**src/rtl/operand_issue_stage_pkg.sv**
```systemverilog
// Shared widths and source-slot indices for the operand issue stage and its scoreboard.
package operand_issue_stage_pkg;

    localparam int unsigned OIS_DATA_W    = 32;
    localparam int unsigned OIS_ADDR_W    = 5;
    localparam int unsigned OIS_PAYLOAD_W = 32;
    localparam int unsigned OIS_NUM_REGS  = 2 ** OIS_ADDR_W;

    localparam int unsigned NUM_SRC = 3;
    localparam int unsigned SRC1    = 0;
    localparam int unsigned SRC2    = 1;
    localparam int unsigned SRC3    = 2;

    // Scoreboard query slot used for the destination (WAW) check.
    localparam int unsigned QRY_RD  = 3;
    localparam int unsigned NUM_QRY = 4;

endpackage

```
**src/rtl/issue_scoreboard.sv**
```systemverilog
// Pending-write scoreboard: one bit per register, set on issue, cleared on writeback.
// Queries see a same-cycle writeback as already cleared; register 0 is never busy.
module issue_scoreboard
    import operand_issue_stage_pkg::*;
#(
    parameter int unsigned ADDR_W = OIS_ADDR_W,
    parameter int unsigned NUM_Q  = NUM_QRY
) (
    input  logic                    clock,
    input  logic                    reset,
    input  logic                    set_en,
    input  logic [ADDR_W-1:0]       set_addr,
    input  logic                    clr_en,
    input  logic [ADDR_W-1:0]       clr_addr,
    input  logic [NUM_Q*ADDR_W-1:0] q_addr,
    output logic [NUM_Q-1:0]        q_busy
);

    localparam int unsigned NREGS = 2 ** ADDR_W;

    logic [NREGS-1:0] pending_q, pending_d;

    always_comb begin
        pending_d = pending_q;
        if (clr_en) begin
            pending_d[clr_addr] = 1'b0;
        end
        // A set on the address being cleared this cycle wins.
        if (set_en && (set_addr != '0)) begin
            pending_d[set_addr] = 1'b1;
        end
        pending_d[0] = 1'b0;
    end

    always_ff @(posedge clock) begin
        if (!reset) begin
            pending_q <= '0;
        end else begin
            pending_q <= pending_d;
        end
    end

    for (genvar i = 0; i < NUM_Q; i++) begin : g_query
        logic [ADDR_W-1:0] a;
        assign a         = q_addr[i*ADDR_W +: ADDR_W];
        assign q_busy[i] = (a != '0) && pending_q[a] && !(clr_en && (clr_addr == a));
    end

endmodule

```
**src/rtl/operand_issue_stage.sv**
```systemverilog
// Single-entry operand issue stage: holds one decoded instruction, resolves RAW/WAW hazards
// against a pending-write scoreboard, forwards writeback data and issues over valid/ready.
module operand_issue_stage
    import operand_issue_stage_pkg::*;
#(
    parameter int unsigned DATA_W    = OIS_DATA_W,
    parameter int unsigned ADDR_W    = OIS_ADDR_W,
    parameter int unsigned PAYLOAD_W = OIS_PAYLOAD_W
) (
    input  logic                    clock,
    input  logic                    reset,

    input  logic                    in_valid,
    output logic                    in_ready,
    input  logic [3*ADDR_W-1:0]     in_rs,
    input  logic [2:0]              in_use,
    input  logic [ADDR_W-1:0]       in_rd,
    input  logic                    in_wr,
    input  logic [PAYLOAD_W-1:0]    in_payload,

    output logic [ADDR_W-1:0]       rf_raddr1,
    output logic [ADDR_W-1:0]       rf_raddr2,
    output logic [ADDR_W-1:0]       rf_raddr3,
    input  logic [DATA_W-1:0]       rf_rdata1,
    input  logic [DATA_W-1:0]       rf_rdata2,
    input  logic [DATA_W-1:0]       rf_rdata3,

    input  logic                    wb_valid,
    input  logic [ADDR_W-1:0]       wb_addr,
    input  logic [DATA_W-1:0]       wb_data,
    output logic                    rf_we,
    output logic [ADDR_W-1:0]       rf_waddr,
    output logic [DATA_W-1:0]       rf_wdata,

    output logic                    out_valid,
    input  logic                    out_ready,
    output logic [DATA_W-1:0]       out_op1,
    output logic [DATA_W-1:0]       out_op2,
    output logic [DATA_W-1:0]       out_op3,
    output logic [ADDR_W-1:0]       out_rd,
    output logic                    out_wr,
    output logic [PAYLOAD_W-1:0]    out_payload,
    output logic [31:0]             stall_count
);

    logic                        hold_valid_q, hold_valid_d;
    logic [NUM_SRC*ADDR_W-1:0]   hold_rs_q, hold_rs_d;
    logic [ADDR_W-1:0]           hold_rd_q, hold_rd_d;
    logic                        hold_wr_q, hold_wr_d;
    logic [PAYLOAD_W-1:0]        hold_payload_q, hold_payload_d;

    logic                        out_valid_q, out_valid_d;
    logic [DATA_W-1:0]           out_op_q [NUM_SRC];
    logic [DATA_W-1:0]           out_op_d [NUM_SRC];
    logic [ADDR_W-1:0]           out_rd_q, out_rd_d;
    logic                        out_wr_q, out_wr_d;
    logic [PAYLOAD_W-1:0]        out_payload_q, out_payload_d;
    logic [31:0]                 stall_q, stall_d;

    logic [DATA_W-1:0]           rdata [NUM_SRC];
    logic [DATA_W-1:0]           fwd   [NUM_SRC];
    logic [NUM_SRC*ADDR_W-1:0]   in_rs_masked;
    logic [NUM_QRY-1:0]          busy;
    logic                        srcs_ready, waw, issue, accept, sb_set;

    assign rdata[SRC1] = rf_rdata1;
    assign rdata[SRC2] = rf_rdata2;
    assign rdata[SRC3] = rf_rdata3;

    assign rf_raddr1 = hold_rs_q[SRC1*ADDR_W +: ADDR_W];
    assign rf_raddr2 = hold_rs_q[SRC2*ADDR_W +: ADDR_W];
    assign rf_raddr3 = hold_rs_q[SRC3*ADDR_W +: ADDR_W];

    assign rf_we    = wb_valid;
    assign rf_waddr = wb_addr;
    assign rf_wdata = wb_data;

    // Unused sources collapse to r0 so they are always ready and read as zero.
    for (genvar s = 0; s < NUM_SRC; s++) begin : g_src
        logic [ADDR_W-1:0] a;
        assign in_rs_masked[s*ADDR_W +: ADDR_W] = in_use[s] ? in_rs[s*ADDR_W +: ADDR_W] : '0;
        assign a = hold_rs_q[s*ADDR_W +: ADDR_W];

        always_comb begin
            if (a == '0) begin
                fwd[s] = '0;
            end else if (wb_valid && (wb_addr == a)) begin
                fwd[s] = wb_data;
            end else begin
                fwd[s] = rdata[s];
            end
        end
    end

    issue_scoreboard #(
        .ADDR_W (ADDR_W),
        .NUM_Q  (NUM_QRY)
    ) u_scoreboard (
        .clock    (clock),
        .reset    (reset),
        .set_en   (sb_set),
        .set_addr (hold_rd_q),
        .clr_en   (wb_valid),
        .clr_addr (wb_addr),
        .q_addr   ({hold_rd_q, hold_rs_q}),
        .q_busy   (busy)
    );

    assign srcs_ready = ~|busy[NUM_SRC-1:0];
    assign waw        = hold_wr_q && busy[QRY_RD];
    assign issue      = hold_valid_q && srcs_ready && !waw && (!out_valid_q || out_ready);
    assign in_ready   = !hold_valid_q || issue;
    assign accept     = in_valid && in_ready;
    assign sb_set     = issue && hold_wr_q && (hold_rd_q != '0);

    always_comb begin
        hold_valid_d   = hold_valid_q;
        hold_rs_d      = hold_rs_q;
        hold_rd_d      = hold_rd_q;
        hold_wr_d      = hold_wr_q;
        hold_payload_d = hold_payload_q;
        if (accept) begin
            hold_valid_d   = 1'b1;
            hold_rs_d      = in_rs_masked;
            hold_rd_d      = in_rd;
            hold_wr_d      = in_wr;
            hold_payload_d = in_payload;
        end else if (issue) begin
            hold_valid_d = 1'b0;
        end
    end

    always_comb begin
        out_valid_d   = out_valid_q;
        out_op_d      = out_op_q;
        out_rd_d      = out_rd_q;
        out_wr_d      = out_wr_q;
        out_payload_d = out_payload_q;
        if (issue) begin
            out_valid_d   = 1'b1;
            out_op_d      = fwd;
            out_rd_d      = hold_rd_q;
            out_wr_d      = hold_wr_q;
            out_payload_d = hold_payload_q;
        end else if (out_valid_q && out_ready) begin
            out_valid_d = 1'b0;
        end
    end

    always_comb begin
        stall_d = stall_q;
        if (hold_valid_q && !issue && (stall_q != 32'hFFFF_FFFF)) begin
            stall_d = stall_q + 32'd1;
        end
    end

    always_ff @(posedge clock) begin
        if (!reset) begin
            hold_valid_q   <= 1'b0;
            hold_rs_q      <= '0;
            hold_rd_q      <= '0;
            hold_wr_q      <= 1'b0;
            hold_payload_q <= '0;
            out_valid_q    <= 1'b0;
            for (int s = 0; s < NUM_SRC; s++) begin
                out_op_q[s] <= '0;
            end
            out_rd_q       <= '0;
            out_wr_q       <= 1'b0;
            out_payload_q  <= '0;
            stall_q        <= '0;
        end else begin
            hold_valid_q   <= hold_valid_d;
            hold_rs_q      <= hold_rs_d;
            hold_rd_q      <= hold_rd_d;
            hold_wr_q      <= hold_wr_d;
            hold_payload_q <= hold_payload_d;
            out_valid_q    <= out_valid_d;
            out_op_q       <= out_op_d;
            out_rd_q       <= out_rd_d;
            out_wr_q       <= out_wr_d;
            out_payload_q  <= out_payload_d;
            stall_q        <= stall_d;
        end
    end

    assign out_valid   = out_valid_q;
    assign out_op1     = out_op_q[SRC1];
    assign out_op2     = out_op_q[SRC2];
    assign out_op3     = out_op_q[SRC3];
    assign out_rd      = out_rd_q;
    assign out_wr      = out_wr_q;
    assign out_payload = out_payload_q;
    assign stall_count = stall_q;

endmodule

```
**config.mk**
```make
export PLATFORM = sky130hd
export DESIGN_NAME = operand_issue_stage
export DESIGN_NICKNAME = d
export VERILOG_FILES = /design/src/rtl/operand_issue_stage_pkg.sv /design/src/rtl/issue_scoreboard.sv /design/src/rtl/operand_issue_stage.sv
export SDC_FILE = /design/constraint.sdc
export NUM_CORES = 1
export LEC_CHECK = 0
export ABC_AREA = 1
export ABC_CLOCK_PERIOD_IN_PS = 4800
export BUFFER_PORTS_ARGS = -buffer_cell sky130_fd_sc_hd__buf_2
export CAP_MARGIN = 0
export CORE_AREA = 2 2 198 239
export CTS_BUF_LIST = sky130_fd_sc_hd__clkbuf_16
export DETAILED_ROUTE_END_ITERATION = 10
export DIE_AREA = 0 0 200 241
export HOLD_SLACK_MARGIN = 0.06
export PLACE_DENSITY_LB_ADDON = 0.05
export SYNTH_ARGS = -nofsm -noshare
export SYNTH_HDL_FRONTEND = slang
export SYNTH_SLANG_ARGS = --single-unit
```
**constraint.sdc**
```tcl
create_clock -name clock -period 4.8 [get_ports clock]
set_input_delay 0.24 -clock clock [delete_from_list [all_inputs] [get_ports clock]]
set_output_delay 0.24 -clock clock [all_outputs]
set_load 0.005 [all_outputs]
```
* Yosys cells after proc, flatten, opt, wreduce, memory -nomap -nowiden *
Index checks and enable logic that the tools add are counted.

word-level totals
  register bits after elaboration = 253
  bits of input ports = 194
  output and inout bits = 221
  word-level logic and storage cells = 104

cells by class
  add/sub/neg operators = 1
  order comparisons = 7
  equal/unequal tests = 5
  muxes and demuxes = 27
  bitwise logic cells = 3
  reduce and logical (&&, ||, !) cells = 46

operators with widths
  cell                                                                                  count
  32-bit two-way mux                                                                    8
  32-bit by 1-bit adder with 32-bit output (second input constant)                      1
  32-bit bitwise AND                                                                    1
  32-bit inequality test (second input constant)                                        1
  32-bit inverter                                                                       1
  32-bit bitwise OR                                                                     1
  5-bit by 6-bit < comparator with 1-bit output (second input constant)                 5
  1-bit logical AND                                                                     25
  1-bit binary-select mux with 5-bit select                                             4
  5-bit == test                                                                         4
  5-bit nonzero test                                                                    4
  5-bit zero test                                                                       3
  5-bit two-way mux                                                                     3
  1-bit demux with 5-bit select                                                         2
  5-bit by 1-bit greater-or-equal comparator with 1-bit output (second input constant)  2
  1-bit two-way mux                                                                     10
  1-bit zero test                                                                       9
  2-bit nonzero test                                                                    2
  3-bit OR reduction                                                                    1
  1-bit logical OR                                                                      2

* Longest topological paths before layout *
  word-level depth = 13
  gate-level depth with buffers = 19

* Hierarchy *
From an unflattened synthesis, not the netlist that was laid out.

unflattened totals
  cells, all modules = 2210
  area total of the unflattened synthesis = 14017.2 µm²

by module, submodules not included
  module               times used  cells an instance  area each (µm²)
  operand_issue_stage  1           1655               11070.6
  issue_scoreboard     1           555                2946.6

* Least setup slack after synthesis *
OpenSTA, ideal clock, no wires.

  kind = reg2reg
  start point = register hold_rs_q[11]
  end point = register hold_payload_q[21]
  library setup time = 0.064 ns
  arrival = 2.077 ns
  setup slack = 2.659 ns
  cell stages (with the launch flop) = 18
  period minus slack after synthesis = 2.141 ns
  cell sequence = dfxtp_1 -> buf_2 -> inv_2 -> buf_2 -> nand2_1 -> o21ai_2 -> nand3_2 -> nand2_1 -> inv_2 -> nand2_1 -> nor2_1 -> nor2_1 -> nand3_2 -> nand2_2 -> buf_4 -> buf_4 -> a21oi_1 -> nor2_1

on the way
  longest elaborated chain between the ends = 11

ends and longest elaborated chain
  item                                                                          line                        text
  from (decl)                                                                   operand_issue_stage.sv:47   logic [NUM_SRC*ADDR_W-1:0] hold_rs_q, hold_rs_d;
  from (signal assigned)                                                        operand_issue_stage.sv:174  hold_rs_q <= hold_rs_d;
  1-bit binary-select mux with 5-bit select or 5-bit == test (tied branches)    issue_scoreboard.sv:46      assign q_busy[i] = (a != '0) && pending_q[a] && !(clr_en && (clr_addr == a));
  1-bit two-way mux (not written as such) or 1-bit logical AND (tied branches)  issue_scoreboard.sv:46
  1-bit logical AND or 1-bit zero test (tied branches)                          issue_scoreboard.sv:46
  1-bit logical AND *                                                           issue_scoreboard.sv:46
  3-bit OR reduction *                                                          operand_issue_stage.sv:109  assign srcs_ready = ~|busy[NUM_SRC-1:0];
  1-bit zero test *                                                             operand_issue_stage.sv:109
  1-bit logical AND * (3 in series)                                             operand_issue_stage.sv:111  assign issue = hold_valid_q && srcs_ready && !waw && (!out_valid_q || out_ready);
  1-bit logical OR *                                                            operand_issue_stage.sv:112  assign in_ready = !hold_valid_q || issue;
  1-bit logical AND *                                                           operand_issue_stage.sv:113  assign accept = in_valid && in_ready;
  to (signal assigned)                                                          operand_issue_stage.sv:177  hold_payload_q <= hold_payload_d;
  to (decl)                                                                     operand_issue_stage.sv:50   logic [PAYLOAD_W-1:0] hold_payload_q, hold_payload_d;

Mark *: on every way between the ends. The rest lies on a longest branch, timed or not. The select of a mux whose other input is x is not followed.
A chain may end at the register's enable or synchronous reset.

* Final worst setup path *
  start point = register hold_rs_q[11]
  end point = output port in_ready

on the way
  longest elaborated chain between the ends = 10

ends and longest elaborated chain
  item                                                                          line                        text
  1-bit binary-select mux with 5-bit select or 5-bit == test (tied branches)    issue_scoreboard.sv:46
  1-bit two-way mux (not written as such) or 1-bit logical AND (tied branches)  issue_scoreboard.sv:46
  1-bit logical AND or 1-bit zero test (tied branches)                          issue_scoreboard.sv:46
  1-bit logical AND *                                                           issue_scoreboard.sv:46
  3-bit OR reduction *                                                          operand_issue_stage.sv:109
  1-bit zero test *                                                             operand_issue_stage.sv:109
  1-bit logical AND * (3 in series)                                             operand_issue_stage.sv:111
  1-bit logical OR *                                                            operand_issue_stage.sv:112
  to (decl)                                                                     operand_issue_stage.sv:14   output logic in_ready,

Marked as above.

==> summary.txt <==
Timing
  • RSZ-0062 raised after global routing: no
  • Clk_skew: 0.0212 ns
  • Setup slack after layout: 0.778 ns
  • Fin crit share: 83.8%
  • Fin crit period: 4.02 ns
  • Slew Limit Fails: 0
  • TNS Setup: 0 ns
  • Slew @ Worst Pin: 1.06 ns
  • Hold Vio Cnt, Final: 0
  • Worst slew margin: 29.5%
  • Max Fclk: 0.249 GHz
  • Final setup viols: 0

Flow run
  • Max Cap Violations: 0

Setup path
  • RR Endpoint: out_op2[3]
  • Max Fanout on Critical Path: 64
  • Worst R2R Path Depth: 11
  • Kind of critical path: reg -> out
  • R2R Setup Slk: 0.93 ns
  • Reg2reg start: hold_rs_q[5]
  • Startpoint Class: flop
  • CP endpoint kind: primary output
  • Critical path data required time: between 4 and 5 ns
  • Arrival @ worst endpoint: roughly 3.8 ns

Drt
  • Final WL: 61100 um
  • Routed len/inst: 19.1 um
  • ANT nets after route: 0
  • DR vias: 15900
  • Post-route DRC: 0
  • Via-per-instance ratio: around 5
  • 1st-iter DRT viols: 820
  • Initial DRT Pass Iterations: 5

Power
  • Sw power: 1.99 mW
  • Pint: 4.21 mW
  • Seq pwr share: 38.2%
  • Worst VDD drop: between 0.2 and 0.3 mV
  • Clock power frac: 39.4%
  • Pwr dens: roughly 330 nW/um^2
  • Switching part of the total: 32.1%
  • Pleak: a little over 8 nW
  • Gate power share: between 20% and 30%

Hold path
  • Min-delay worst type: in -> reg
  • Worst Hold Path EP: out_op2[6]
  • Hold_sp: rf_rdata2[6]
  • Hold Path Stages: 5

Clock network
  • H-Tree Depth: 1
  • CTS buffer count: 31
  • TritonCTS clock tree: built
  • Root Buffer: clkbuf_16
  • Post-CTS sizing: 0
  • Longest Clk Path Bufs: 3
  • Num Clock Sinks: 252
  • Setup bufs post-CTS: 0
  • CTS clock-pin slew for the worst setup and hold paths: 0.06 ns
  • Worst skew pair latency: 0.60 ns

Placement
  • Final RePlAce weighted congestion: a little under 0.9
  • DP HPWL: 43000 um
  • PortBufs: 414
  • Post-Place Setup Slack: 1.36 ns

Die
  • DIE HEIGHT: 241 um
  • Die width: approximately 200 um
  • Cell Rows: 86
  • Starting density of the core: 29.9%
  • Die area: just under 50000 um^2
  • Total core area: 45700 um^2
  • I/O pin total: 415

Global route
  • Total grt overflow: 0
  • GRT Resource Usage Total: 24.3%
  • Vias in the first global route: 15100
  • First-pass GRT wire length: ~90000 um
  • Largest net degree at the start of global routing: ~120
  • Initial antenna violation count: 2

Final layout
  • Share of layout cells above drive strength 1: 19.5%
  • Footprint of the multi-input gates: 7240 um^2
  • Syn-to-layout area delta: 35.5%
  • Layout filler cell count: 4956
  • Storage cell area: just over 5000 um^2
  • Post-layout nets: 2747
  • Number of diodes: 0

Synthesis
  • Yosys Warn Count: 0
  • Netlist cell types: 31
  • Seq/Total Area, Yosys: 36.9%
  • Mapped Cells: around 2100
  • Yosys top cell area share: between 30% and 40%
  • Post-synth top area cell: dfxtp_1
  • Synth top area cells: dfxtp_1, nand2_1, a21oi_1
  • Mean Syn Cell Area: 6.49 um^2
  • Synthesized net count: 2301
  • Synth Cell Area: 13700 um^2
  • Flops & latches, synth: 252

Run status
  • Outcome: complete, no violations
## worst max-delay path by stage
| stage | end | cells past startpoint | slack [ns] | from |
|---|---|---|---|---|
| finish | in_ready | 13 | 0.78 | hold_rs_q[11] |
| floorplan | hold_payload_q[21] | 17 | 2.66 | hold_rs_q[11] |
| global route | in_ready | 13 | 0.41 | hold_rs_q[11] |
| global placement | stall_count[7] | 15 | 1.40 | hold_rs_q[5] |
| CTS | in_ready | 13 | 0.76 | hold_rs_q[11] |
| detailed placement | stall_count[31] | 15 | 1.36 | hold_rs_q[5] |
## cell usage in the layout, fill, tap and decap left out
master and n:
nand2_1 572, clkbuf_16 31, o21ai_1 2, o22ai_1 1, ha_1 1, o211ai_1 11, inv_16 1, nor2_1 200
clkinv_2 9, inv_2 9, and3_1 1, dlygate4sd3_1 167, nor3_1 21, clkinvlp_4 1, nor4_1 9, nand3_2 1
o211a_1 11, xor2_1 25, nand3b_1 39, dfxtp_1 252, nor3_4 1, a21oi_1 303, inv_4 1, o21ai_0 146
nand4_1 86, nor2_4 1, nand3_4 1, o21ai_2 1, bufinv_16 5, buf_4 23, nand3_1 97, buf_12 3
clkinv_1 6, nor2_2 1, inv_1 115, or2_0 1, nand2_4 1, buf_2 412, xnor2_1 9
## per-stage QoR
step	total power [mW]	util, %	instance area (um^2)	hold slack (ns)	std cells
3_5_place_dp	3.68	34.5	15800	0.452	2968
2_1_floorplan	3.16	-	13700	0.439	2106
4_1_cts	6.27	40.5	18500	0.0635	3193
3_3_place_gp	3.68	34.5	15800	0.446	2968
6_report	6.20	40.5	18500	0.0951	3193
5_1_grt	6.53	40.5	18500	0.0844	3193
## cell usage after synthesis, drive strengths merged
| cell type | instances |
|---|---|
| xnor2 | 9 |
| and3 | 1 |
| o22ai | 1 |
| nand3b | 39 |
| o21ai | 149 |
| xor2 | 25 |
| ha | 1 |
| nor2 | 202 |
| or2 | 1 |
| a21oi | 303 |
| o211a | 11 |
| inv | 119 |
| nand3 | 99 |
| nand2 | 573 |
| nor3 | 22 |
| o211ai | 11 |
| nand4 | 86 |
| clkbuf | 90 |
| dfxtp | 252 |
| clkinv | 1 |
| nor4 | 9 |
| buf | 102 |
## cells by family after synthesis
family                   Yosys count  share of synthesized area (%)
AO/OA/AOI/OAI                    475                           18.0
XOR/XNOR                          34                           2.18
AND/OR/NAND/NOR                 1032                           32.5
flip-flops                       252                           36.9
buffers and inverters            312                           10.3
adder cells (fa/ha/maj)            1                         0.0916
## metal layers
layer  part of all wire [%]  wire length [um]  up-vias  global-route usage (%)
li1                       -                 -     7843                       -
met1                     43             26400     7402                    31.5
met2                     47             28900      578                    40.5
met3                    6.3              3860      110                    4.18
met4                    3.2              1980        4                    8.48
met5                  0.046                28        -                       0
## cell type report
| type | count | share of cell area (%) |
|---|---|---|
| Clock inverter | 27 | 1.43 |
| Clock buffer | 31 | 4.19 |
| Timing Repair Buffer | 605 | 21.4 |
| Sequential cell | 252 | 27.3 |
| Multi-Input combinational cell | 1542 | 39.1 |
| Inverter | 120 | 2.45 |
| Tap cell | 616 | 4.16 |
## critical path, cell delays in order (launching register included)
cell and delay [ns]:
dfxtp_1 0.56, inv_2 0.19, o21ai_2 0.47, nand3_2 0.11, buf_4 0.30, nand2_1 0.15, inv_2 0.04, nand2_1 0.05
nor2_1 0.04, nor2_1 0.17, nand3_4 0.14, nand2_4 0.40, buf_12 0.33, buf_2 0.18
## power by group through the flow
| stage | Combinational (mW) | Sequential [mW] | Clock [mW] |
|---|---|---|---|
| after floorplan | 0.777 | 2.38 | 0 |
| after global placement | 1.27 | 2.41 | 0 |
| after detailed placement | 1.27 | 2.41 | 0 |
| after CTS | 1.39 | 2.37 | 2.50 |
| after global routing | 1.54 | 2.39 | 2.60 |
| final | 1.39 | 2.37 | 2.44 |
## state kept, by name, summed over array words and instances (netlist names), 5 cells and up
signal                  count
stall_count                32
hold_rd_q                   5
hold_rs_q                  15
out_rd                      5
out_op2                    32
out_op3                    32
out_payload                32
hold_payload_q             32
out_op1                    32
u_scoreboard.pending_q     31
## timing repair
item                       in CTS  in global routing
setup endpoints to repair       0                  0
hold buffers                  167                  0
hold endpoints to repair      145                  0
No activity file was read; power rests on OpenSTA's default activity.
